## src/rtl/fb_pkg.sv

```systemverilog
// Shared types and constants for the framebuffer pixel sequencer.
//   rgb565_t            : 16-bit RGB565 colour word
//   FB_WIDTH/FB_HEIGHT  : default framebuffer geometry (320 x 240)
//   MAX_SHAPES          : largest number of shape hit inputs the palette covers
//   COLOR[0..3]         : per-shape palette, shape i paints COLOR[i]
//   palette()           : colour lookup for one shape index
package fb_pkg;

    typedef logic [15:0] rgb565_t;

    localparam int FB_WIDTH   = 320;
    localparam int FB_HEIGHT  = 240;
    localparam int MAX_SHAPES = 4;

    localparam rgb565_t COLOR [0:3] = '{16'hFC00, 16'hFC05, 16'h07E0, 16'h001F};

    // Colour painted by shape idx when it reports a hit.
    function automatic rgb565_t palette(input logic [1:0] idx);
        rgb565_t c;
        case (idx)
            2'd0:    c = COLOR[0];
            2'd1:    c = COLOR[1];
            2'd2:    c = COLOR[2];
            2'd3:    c = COLOR[3];
            default: c = 16'h0000;
        endcase
        return c;
    endfunction

endpackage

```

## src/rtl/fb_pixel_sequencer_if.sv

```systemverilog
// Pixel-stream bundle between the sequencer, the shape units and the TFT driver.
//   pix_req      : driver consumed the current pixel (one-cycle strobe)
//   hit          : per-shape "inside" flags for the current x/y
//   x, y         : current scan position (column, row)
//   pixel        : composed RGB565 colour for x/y
//   pixel_valid  : pixel belongs to the current x/y
//   frame_start  : scan position is (0,0)
//   frame_update : one-cycle pulse, shapes may step their position
//   underrun     : sticky, a request arrived while no pixel was valid
// modport master: the sequencer side.  modport slave: driver/shape-unit side.
interface fb_pixel_sequencer_if #(
    parameter int NUM_SHAPES = 3
);
    logic                  pix_req;
    logic [NUM_SHAPES-1:0] hit;
    logic [8:0]            x;
    logic [7:0]            y;
    logic [15:0]           pixel;
    logic                  pixel_valid;
    logic                  frame_start;
    logic                  frame_update;
    logic                  underrun;

    modport master (
        input  pix_req, hit,
        output x, y, pixel, pixel_valid, frame_start, frame_update, underrun
    );

    modport slave (
        output pix_req, hit,
        input  x, y, pixel, pixel_valid, frame_start, frame_update, underrun
    );
endinterface

```

## src/rtl/fb_pixel_sequencer_tick_sync_edge.sv

```systemverilog
// Brings the slow asynchronous animation tick into the clk domain and
// produces a one-cycle pulse on each rising edge.
//   clk       : system clock
//   rst_n     : asynchronous active-low reset
//   async_in  : asynchronous level input
//   rise_s    : high for one clk cycle after a synchronised rising edge
module tick_sync_edge (
    input  logic clk,
    input  logic rst_n,
    input  logic async_in,
    output logic rise_s
);
    logic sync1_r;
    logic sync2_r;
    logic prev_r;

    // Two-flop synchroniser followed by a history flop for edge detection.
    always_ff @(posedge clk or negedge rst_n) begin
        if (!rst_n) begin
            sync1_r <= 1'b0;
            sync2_r <= 1'b0;
            prev_r  <= 1'b0;
        end else begin
            sync1_r <= async_in;
            sync2_r <= sync1_r;
            prev_r  <= sync2_r;
        end
    end

    // Decoded from two flops only, so the pulse is glitch-free.
    assign rise_s = sync2_r & ~prev_r;

endmodule

```

## src/rtl/fb_pixel_sequencer.sv

```systemverilog
// Column-major framebuffer scanner feeding the TFT serial driver.
// Walks x/y over WIDTH x HEIGHT (y fastest), waits HIT_LAT cycles for the
// shape units to answer, then registers the composed RGB565 pixel.
// Animation ticks are held pending and released only at the frame wrap.
//   clk       : system clock
//   rst_n     : asynchronous active-low reset
//   anim_tick : slow animation clock, asynchronous to clk
//   bus       : pixel-stream bundle (master side), see fb_pixel_sequencer_if
module fb_pixel_sequencer
    import fb_pkg::*;
#(
    parameter int WIDTH      = FB_WIDTH,
    parameter int HEIGHT     = FB_HEIGHT,
    parameter int NUM_SHAPES = 3,
    parameter int HIT_LAT    = 1
) (
    input  logic                 clk,
    input  logic                 rst_n,
    input  logic                 anim_tick,
    fb_pixel_sequencer_if.master bus
);
    localparam logic [8:0] X_LAST   = 9'(WIDTH - 1);
    localparam logic [7:0] Y_LAST   = 8'(HEIGHT - 1);
    localparam logic [1:0] LAT_INIT = 2'(HIT_LAT);

    logic [8:0] x_r;
    logic [7:0] y_r;
    rgb565_t    pixel_r;
    logic       pixel_valid_r;
    logic [1:0] lat_cnt_r;
    logic       frame_update_r;
    logic       underrun_r;
    logic       tick_pending_r;

    logic       accept_s;
    logic       wrap_s;
    logic       tick_rise_s;
    logic [8:0] x_next_s;
    logic [7:0] y_next_s;
    rgb565_t    pixel_comp_s;

    tick_sync_edge u_tick_sync (
        .clk      (clk),
        .rst_n    (rst_n),
        .async_in (anim_tick),
        .rise_s   (tick_rise_s)
    );

    // Request acceptance and next scan position (y fastest, then x, then wrap).
    always_comb begin
        accept_s = bus.pix_req & pixel_valid_r;
        wrap_s   = accept_s & (x_r == X_LAST) & (y_r == Y_LAST);
        x_next_s = x_r;
        y_next_s = y_r;
        if (accept_s) begin
            if (y_r != Y_LAST) begin
                y_next_s = y_r + 8'd1;
            end else begin
                y_next_s = 8'd0;
                if (x_r != X_LAST) begin
                    x_next_s = x_r + 9'd1;
                end else begin
                    x_next_s = 9'd0;
                end
            end
        end else begin
            x_next_s = x_r;
            y_next_s = y_r;
        end
    end

    // Colour composition: OR of the palette entries of every shape that hits.
    always_comb begin
        pixel_comp_s = 16'h0000;
        for (int i = 0; i < NUM_SHAPES; i++) begin
            if (bus.hit[i]) begin
                pixel_comp_s = pixel_comp_s | palette(2'(i));
            end else begin
                pixel_comp_s = pixel_comp_s;
            end
        end
    end

    // Scan position registers.
    always_ff @(posedge clk or negedge rst_n) begin
        if (!rst_n) begin
            x_r <= 9'd0;
            y_r <= 8'd0;
        end else begin
            x_r <= x_next_s;
            y_r <= y_next_s;
        end
    end

    // Pixel pipeline: after each position change wait HIT_LAT cycles for the
    // shape units, then capture the composition on the following edge.
    always_ff @(posedge clk or negedge rst_n) begin
        if (!rst_n) begin
            pixel_r       <= 16'h0000;
            pixel_valid_r <= 1'b0;
            lat_cnt_r     <= LAT_INIT;
        end else if (accept_s) begin
            pixel_valid_r <= 1'b0;
            lat_cnt_r     <= LAT_INIT;
        end else if (!pixel_valid_r) begin
            if (lat_cnt_r == 2'd0) begin
                pixel_r       <= pixel_comp_s;
                pixel_valid_r <= 1'b1;
            end else begin
                lat_cnt_r <= lat_cnt_r - 2'd1;
            end
        end
    end

    // Tick coalescing, frame-boundary release and sticky underrun flag.
    // A tick edge coinciding with a wrap survives into the next frame.
    always_ff @(posedge clk or negedge rst_n) begin
        if (!rst_n) begin
            tick_pending_r <= 1'b0;
            frame_update_r <= 1'b0;
            underrun_r     <= 1'b0;
        end else begin
            tick_pending_r <= tick_rise_s | (tick_pending_r & ~wrap_s);
            frame_update_r <= wrap_s & tick_pending_r;
            underrun_r     <= underrun_r | (bus.pix_req & ~pixel_valid_r);
        end
    end

    assign bus.x            = x_r;
    assign bus.y            = y_r;
    assign bus.pixel        = pixel_r;
    assign bus.pixel_valid  = pixel_valid_r;
    assign bus.frame_start  = (x_r == 9'd0) && (y_r == 8'd0);
    assign bus.frame_update = frame_update_r;
    assign bus.underrun     = underrun_r;

endmodule

```

## src/flat_wrapper.sv

```systemverilog
// flat-port wrapper written by rule: the top's interface ports become plain ports
module fb_pixel_sequencer_flat import fb_pkg::*;
#(
    parameter int WIDTH      = FB_WIDTH,
    parameter int HEIGHT     = FB_HEIGHT,
    parameter int NUM_SHAPES = 3,
    parameter int HIT_LAT    = 1
)
  (clk, rst_n, anim_tick, bus_pix_req, bus_hit, bus_x, bus_y, bus_pixel, bus_pixel_valid, bus_frame_start, bus_frame_update, bus_underrun);
  fb_pixel_sequencer_if #(.NUM_SHAPES(NUM_SHAPES)) bus_i ();
  input  logic clk;
  input  logic rst_n;
  input  logic anim_tick;
  input wire logic [$bits(bus_i.pix_req)-1:0] bus_pix_req;
  input wire logic [$bits(bus_i.hit)-1:0] bus_hit;
  output wire logic [$bits(bus_i.x)-1:0] bus_x;
  output wire logic [$bits(bus_i.y)-1:0] bus_y;
  output wire logic [$bits(bus_i.pixel)-1:0] bus_pixel;
  output wire logic [$bits(bus_i.pixel_valid)-1:0] bus_pixel_valid;
  output wire logic [$bits(bus_i.frame_start)-1:0] bus_frame_start;
  output wire logic [$bits(bus_i.frame_update)-1:0] bus_frame_update;
  output wire logic [$bits(bus_i.underrun)-1:0] bus_underrun;
  assign bus_i.pix_req = bus_pix_req;
  assign bus_i.hit = bus_hit;
  assign bus_x = bus_i.x;
  assign bus_y = bus_i.y;
  assign bus_pixel = bus_i.pixel;
  assign bus_pixel_valid = bus_i.pixel_valid;
  assign bus_frame_start = bus_i.frame_start;
  assign bus_frame_update = bus_i.frame_update;
  assign bus_underrun = bus_i.underrun;
  fb_pixel_sequencer #(.WIDTH(WIDTH), .HEIGHT(HEIGHT), .NUM_SHAPES(NUM_SHAPES), .HIT_LAT(HIT_LAT)) u_core (.clk(clk), .rst_n(rst_n), .anim_tick(anim_tick), .bus(bus_i));
endmodule
```

## config.mk

```make
export PLATFORM = sky130hd
export DESIGN_NAME = fb_pixel_sequencer_flat
export DESIGN_NICKNAME = d
export VERILOG_FILES = /design/src/rtl/fb_pkg.sv /design/src/rtl/fb_pixel_sequencer_if.sv /design/src/rtl/fb_pixel_sequencer_tick_sync_edge.sv /design/src/rtl/fb_pixel_sequencer.sv /design/src/flat_wrapper.sv
export SDC_FILE = /design/constraint.sdc
export NUM_CORES = 1
export LEC_CHECK = 0
export ABC_CLOCK_PERIOD_IN_PS = 2800
export BUFFER_PORTS_ARGS = -buffer_cell sky130_fd_sc_hd__clkbuf_2
export CORE_MARGIN = 8
export CORE_UTILIZATION = 57
export CTS_BUF_LIST = sky130_fd_sc_hd__clkbuf_4 sky130_fd_sc_hd__clkbuf_8
export CTS_CLUSTER_DIAMETER = 100
export DETAILED_ROUTE_END_ITERATION = 8
export PLACE_DENSITY = 0.95
export RECOVER_POWER = 100
export SYNTH_ARGS = -nofsm -noshare
export SYNTH_HDL_FRONTEND = slang
export SYNTH_HIERARCHICAL = 1
export SYNTH_SLANG_ARGS = --single-unit
```

## constraint.sdc

```tcl
create_clock -name clk -period 2.8 [get_ports clk]
set_input_delay 0.56 -clock clk [delete_from_list [all_inputs] [get_ports clk]]
set_output_delay 0.56 -clock clk [all_outputs]
set_load 0.01 [all_outputs]
```

; Word-level counts from Yosys, hierarchy flattened
; Index checks and enable logic that the tools add are counted.
; Widths: inputs -> output; s select.
[totals]
regBits = 42
inputBits = 7
output_inout_bits = 37
word_cells = 56
[op_classes]
add_sub_neg = 3
n_eq_ne = 6
n_mux = 13
bitwise_logic = 16
reduce_logical = 7
[ops]
columns = operator, n
row1 = $mux 16, 5
row2 = $or 16x16->16, 2
row3 = $add 9x1->9 const B, 1
row4 = $eq 9x9->1 const B, 1
row5 = $logic_not 9->1, 1
row6 = $mux 9, 1
row7 = $ne 9x9->1 const B, 1
row8 = $add 8x1->8 const B, 1
row9 = $eq 8x8->1 const B, 1
row10 = $logic_not 8->1, 1
row11 = $mux 8, 1
row12 = $ne 8x8->1 const B, 1
row13 = $and 1x1->1, 7
row14 = $mux 2, 3
row15 = $not 1->1, 5
row16 = $reduce_and 2->1, 2
row17 = $mux 1, 3
row18 = $reduce_and 3->1, 1
row19 = $logic_not 2->1, 1
row20 = $ne 2x1->1 const B, 1
row21 = $ne 2x2->1 const B, 1
row22 = $or 1x1->1, 2
row23 = $sub 2x1->2 const B, 1
row24 = $logic_and 1x1->1, 1

; Depth between registers and ports, before layout
[logic_depth]
depth_word = 6
depth_mapped = 6
mapped_depth_nobuf = 6

; Hierarchy
; The synthesis kept the hierarchy.
[modules_own_cells]
columns = mod, n_inst, cells_each, area_per_inst_um2
row1 = fb_pixel_sequencer, 1, 142, 1446.4
row2 = tick_sync_edge, 1, 4, 88.8

; Least setup slack after synthesis
; Ideal clock, no wire load.
[synth_timing]
path_kind = flip-flop to output port
start = register u_core.x_r[0] (netlist: u_core/bus.x[0])
end = output bus_frame_start
arrival_ns = 1.133
path_slack_ns = 1.107
path_stages_with_launch = 6
cell_sequence = dfrtp_1 inv_1 ha_1 nor4b_1 nand3_1 nor2_1
[synth_via]
elab_chain_len = 2
[synth_lines]
columns = item, line_no
row1 = "start, declared", fb_pixel_sequencer.sv:26  ; logic [8:0] x_r;
row2 = "start signal, assigned", fb_pixel_sequencer.sv:90  ; x_r <= x_next_s;
row3 = $logic_not 9->1, fb_pixel_sequencer.sv:133  ; assign bus.frame_start = (x_r == 9'd0) && (y_r == 8'd0);
row4 = $logic_and 1x1->1, fb_pixel_sequencer.sv:133
row5 = "end, declared", flat_wrapper.sv:20  ; output wire logic [$bits(bus_i.frame_start)-1:0] bus_frame_start;
; No other way between the ends.

; Final worst setup path
; Ends and elaborated chain as after synthesis.

==> summary.md <==
| Metric | Value |
|---|---|
| Count of boundary I/O pins | `44` |
| Clock tree from TritonCTS | `built` |
| Worst min path class | `in2reg` |
| All-Layer GR Usage | `16.9%` |
| Average routed wire per standard cell | `16.9 um` |
| Crit path arrival time | `1.64 ns` |
| Switching part of the total power | `38.0%` |
| Number of buffers between clock root and the deepest sink | `2` |
| Ratio of total power to cell area | `835 nW/um2` |
| Core footprint | `2660 um2` |
| Critical path's top delay family | `simple AND/OR/NAND/NOR gates` |
| Clk Latency, worst-skew pair | `0.34 ns` |
| Proportion of power drawn by combinational gates | `30.6%` |
| Worst hold stages | `1` |
| Worst slew pin tran | `1.54 ns` |
| Internal reg-to-reg setup slack | `0.76 ns` |
| DRC | `0` |
| P_leak | `0.000781 uW` |
| Worst hold margin | `0.322 ns` |
| Sequential Power Share | `45.4%` |
| Largest net degree at the start of global routing | `31` |
| Reg2Reg Depth | `5` |
| Vias | `1269` |
| Number of buffers inserted during clock tree synthesis | `5` |
| Clock root cell | `sky130_fd_sc_hd__clkbuf_4` |
| Post-synthesis cell type count | `39` |
| Number of diodes | `0` |
| Via density per instance | `5.96` |
| Post-synthesis cell area | `1540 um2` |
| Gates resized, CTS repair | `0` |
| Setup Viol. Count Final | `0` |
| Startpoint types | `flop` |
| Final critical-path required period | `2.20 ns` |
| Setup TNS | `0 ns` |
| Grt total ovfl | `0` |
| Clock net sink count | `30` |
| Cell breakdown of the critical path | `inv_1, ha_1, nor4b_1, nand3_1, nor2_1, clkbuf_1` |
| Max transition margin | `-2.74%` |
| Outcome | `finished, violations left` |
| Fraction of layout cells with a size suffix above 1 | `11.0%` |
| Critical Path Fanout Max | `4` |
| Worst slack at placement | `1.00 ns` |
| Standard-cell rows | `19` |
| Critical path type | `reg2out` |
| Worst stage delay on the critical path | `0.42 ns` |
| Register clock-pin slew on the reported worst setup and hold paths | `0.10 ns` |
| Detailed placement HPWL | `2600 um` |
| IO buf count | `40` |
| Final weighted congestion in routability-driven placement | `0.908` |
| Worst path bufs/invs | `2` |
| Wire length of the first global-routing pass | `5810 um` |
| Final wirelength | `3600 um` |
| Syn. warnings | `6` |
| Final worst slack | `0.596 ns` |
| Final nets | `193` |
| Capture endpoint of the worst hold path | `u_core/u_tick_sync/sync1_r` |
| Hold path startpoint | `anim_tick` |
| Net Switching | `537 uW` |
| Period utilization | `78.7%` |
| Sequential share of the synthesized area | `49.0%` |
| 1st-iter DRT viols | `88` |
| Number of instances in the synthesized netlist | `146` |
| Antenna violations before repair | `0` |
| Total of flip-flops plus latches after synthesis | `30` |
| Maximum level of the CTS H-tree | `2` |
| Reg2Reg Launch Point | `u_core/bus.y[1]` |
| Clock network fraction of total power | `24.0%` |
| Die boundary height | `67.9 um` |
| Via count of the first global-routing pass | `1281` |
| Maxcap violations | `1` |
| Die span in x | `67.9 um` |
| Die area | `4610 um2` |
| First drt pass iteration count | `4` |
| Buffers inserted by post-CTS timing repair | `0` |
| Slew Limit Fails | `31` |
| Required time at the endpoint of the critical path | `2.24 ns` |
| Post-route antenna net violation count | `0` |
| CTS hold repair buffers | `0` |
| End-of-flow core utilization | `63.6%` |
| Maximum vdd ir drop | `823 uV` |
| Critical R2R Capture | `u_core/bus.x[2]` |
| Failing checks | `max-capacitance violations, max-slew violations` |
| Clock Skew | `0.00944 ns` |
| Setup repair after global routing missed its margin | `false` |
| Synthesized area per cell | `10.5 um2` |
| Crit end category | `output pin` |
| Final-report hold violation count | `0` |
| Slowest-stage cell, CP | `sky130_fd_sc_hd__dfrtp_1` |
| Internal Pwr Total | `877 uW` |
| Timing-limited maximum frequency | `454 MHz` |
| Initial cell density of the core | `57.7%` |
| Area growth syn-to-layout | `10.3%` |
sequential cells by signal, summed over array words and instances (netlist names):
signal and cells:
u_core/bus.x 9, u_core/bus.y 8, u_core/bus.pixel 4, u_core/lat_cnt_r 2, u_core/bus.frame_update 1, u_core/bus.pixel_valid 1, u_core/bus.underrun 1, u_core/tick_pending_r 1
u_core/u_tick_sync/prev_r 1, u_core/u_tick_sync/sync1_r 1, u_core/u_tick_sync/sync2_r 1
cells by family (layout without fill, tap and decap cells):
group           after synthesis  in the layout  synth area share, %
buf+inv                      22             56                 8.48
flops                        30             30                 49.0
compound gates               21             21                 8.80
fa+ha+maj                     5              5                 4.07
mux                           6              6                 4.32
simple gates                 55             55                 21.7
xor+xnor                      6              6                 3.42
other cells                   1              3                0.244
layer usage:
layer | track usage (%) | wire length (um)
met1 | 18.8 | 1440
met2 | 27.7 | 1680
met4 | 8.44 | 71
met5 | 0 | 0
met3 | 6.71 | 401
how the worst max path moves through the flow:
stage,start,endpoint,slack [ns],depth (start not counted)
4_1_cts,u_core/bus.x[0],bus_frame_start,0.63,6
3_3_place_gp,bus_pix_req,u_core/bus.x[3],1.06,5
5_1_grt,u_core/bus.x[0],bus_frame_start,0.43,6
3_5_place_dp,bus_pix_req,u_core/bus.x[2],1.00,5
2_1_floorplan,u_core/bus.x[0],bus_frame_start,1.11,5
6_report,u_core/bus.x[0],bus_frame_start,0.60,6
power by group through the flow:
stage                     registers, uW  clock network [uW]  logic [uW]
after CTS                           644                 340         473
after detailed placement            652                   0         470
after global routing                659                 367         472
after global placement              640                   0         450
after floorplan                     649                   0         348
final                               642                 340         432
layout by cell type, fill, tap and decap left out, types with 3 or more instances in the layout:
cell type                  count
sky130_fd_sc_hd__nand4_1       4
sky130_fd_sc_hd__mux2_2        4
sky130_fd_sc_hd__clkbuf_4      5
sky130_fd_sc_hd__conb_1        3
sky130_fd_sc_hd__clkbuf_1     35
sky130_fd_sc_hd__nor4_1        4
sky130_fd_sc_hd__ha_1          5
sky130_fd_sc_hd__nand3_1       9
sky130_fd_sc_hd__nor3_1        4
sky130_fd_sc_hd__inv_1         8
sky130_fd_sc_hd__nand2_1      11
sky130_fd_sc_hd__o21ai_0       8
sky130_fd_sc_hd__xnor2_1       5
sky130_fd_sc_hd__nor2_1       11
sky130_fd_sc_hd__clkbuf_2      5
sky130_fd_sc_hd__dfrtp_1      29
sky130_fd_sc_hd__a21oi_1       3
layout make-up:
class	instances	area (um2)
Clock inverter	3	40.0
Clock buffer	5	37.5
Inverter	8	30.0
Multi-Input combinational cell	96	638
Fill cell	241	970
Timing Repair Buffer	40	156
Tap cell	31	38.8
Sequential cell	30	752
worst register-to-register path: stages (launching register included):
cell and delay, ns:
sky130_fd_sc_hd__dfrtp_1 0.41, sky130_fd_sc_hd__ha_1 0.21, sky130_fd_sc_hd__nand2_1 0.13, sky130_fd_sc_hd__nor3_1 0.83, sky130_fd_sc_hd__nand2_1 0.18, sky130_fd_sc_hd__xnor2_1 0.17
cell usage after synthesis, drive strengths merged:
cell type / n / area [um2]
nor4b: 1 / 8.76
nor2: 11 / 41.3
a211o: 1 / 8.76
nor4: 4 / 37.5
o21ai: 8 / 40.0
buf: 14 / 100
nand2: 11 / 41.3
o31ai: 1 / 7.51
dfstp: 1 / 26.3
nor3: 4 / 25.0
inv: 8 / 30.0
xnor2: 5 / 43.8
o21bai: 1 / 7.51
nand4: 4 / 25.0
nand4b: 1 / 15.0
and4b: 2 / 20.0
or3: 2 / 17.5
a31oi: 1 / 6.26
nand3: 10 / 62.6
ha: 5 / 62.6
o211ai: 1 / 7.51
nand2b: 2 / 12.5
dfrtp: 29 / 726
a21boi: 1 / 7.51
a21oi: 3 / 15.0
a21o: 2 / 15.0
mux2i: 1 / 10.0
nor2b: 3 / 26.3
a32o: 2 / 20.0
xor2: 1 / 8.76
mux2: 5 / 56.3
conb: 1 / 3.75
per-stage QoR:
step                      instances  power [uW]  area, um2
final                           213        1410       1690
after global routing            213        1500       1690
after CTS                       213        1460       1760
after detailed placement        205        1120       1680
after global placement          205        1090       1680
after floorplan                 148         997       1540
Note: power is estimated with default switching activity, not from simulation.
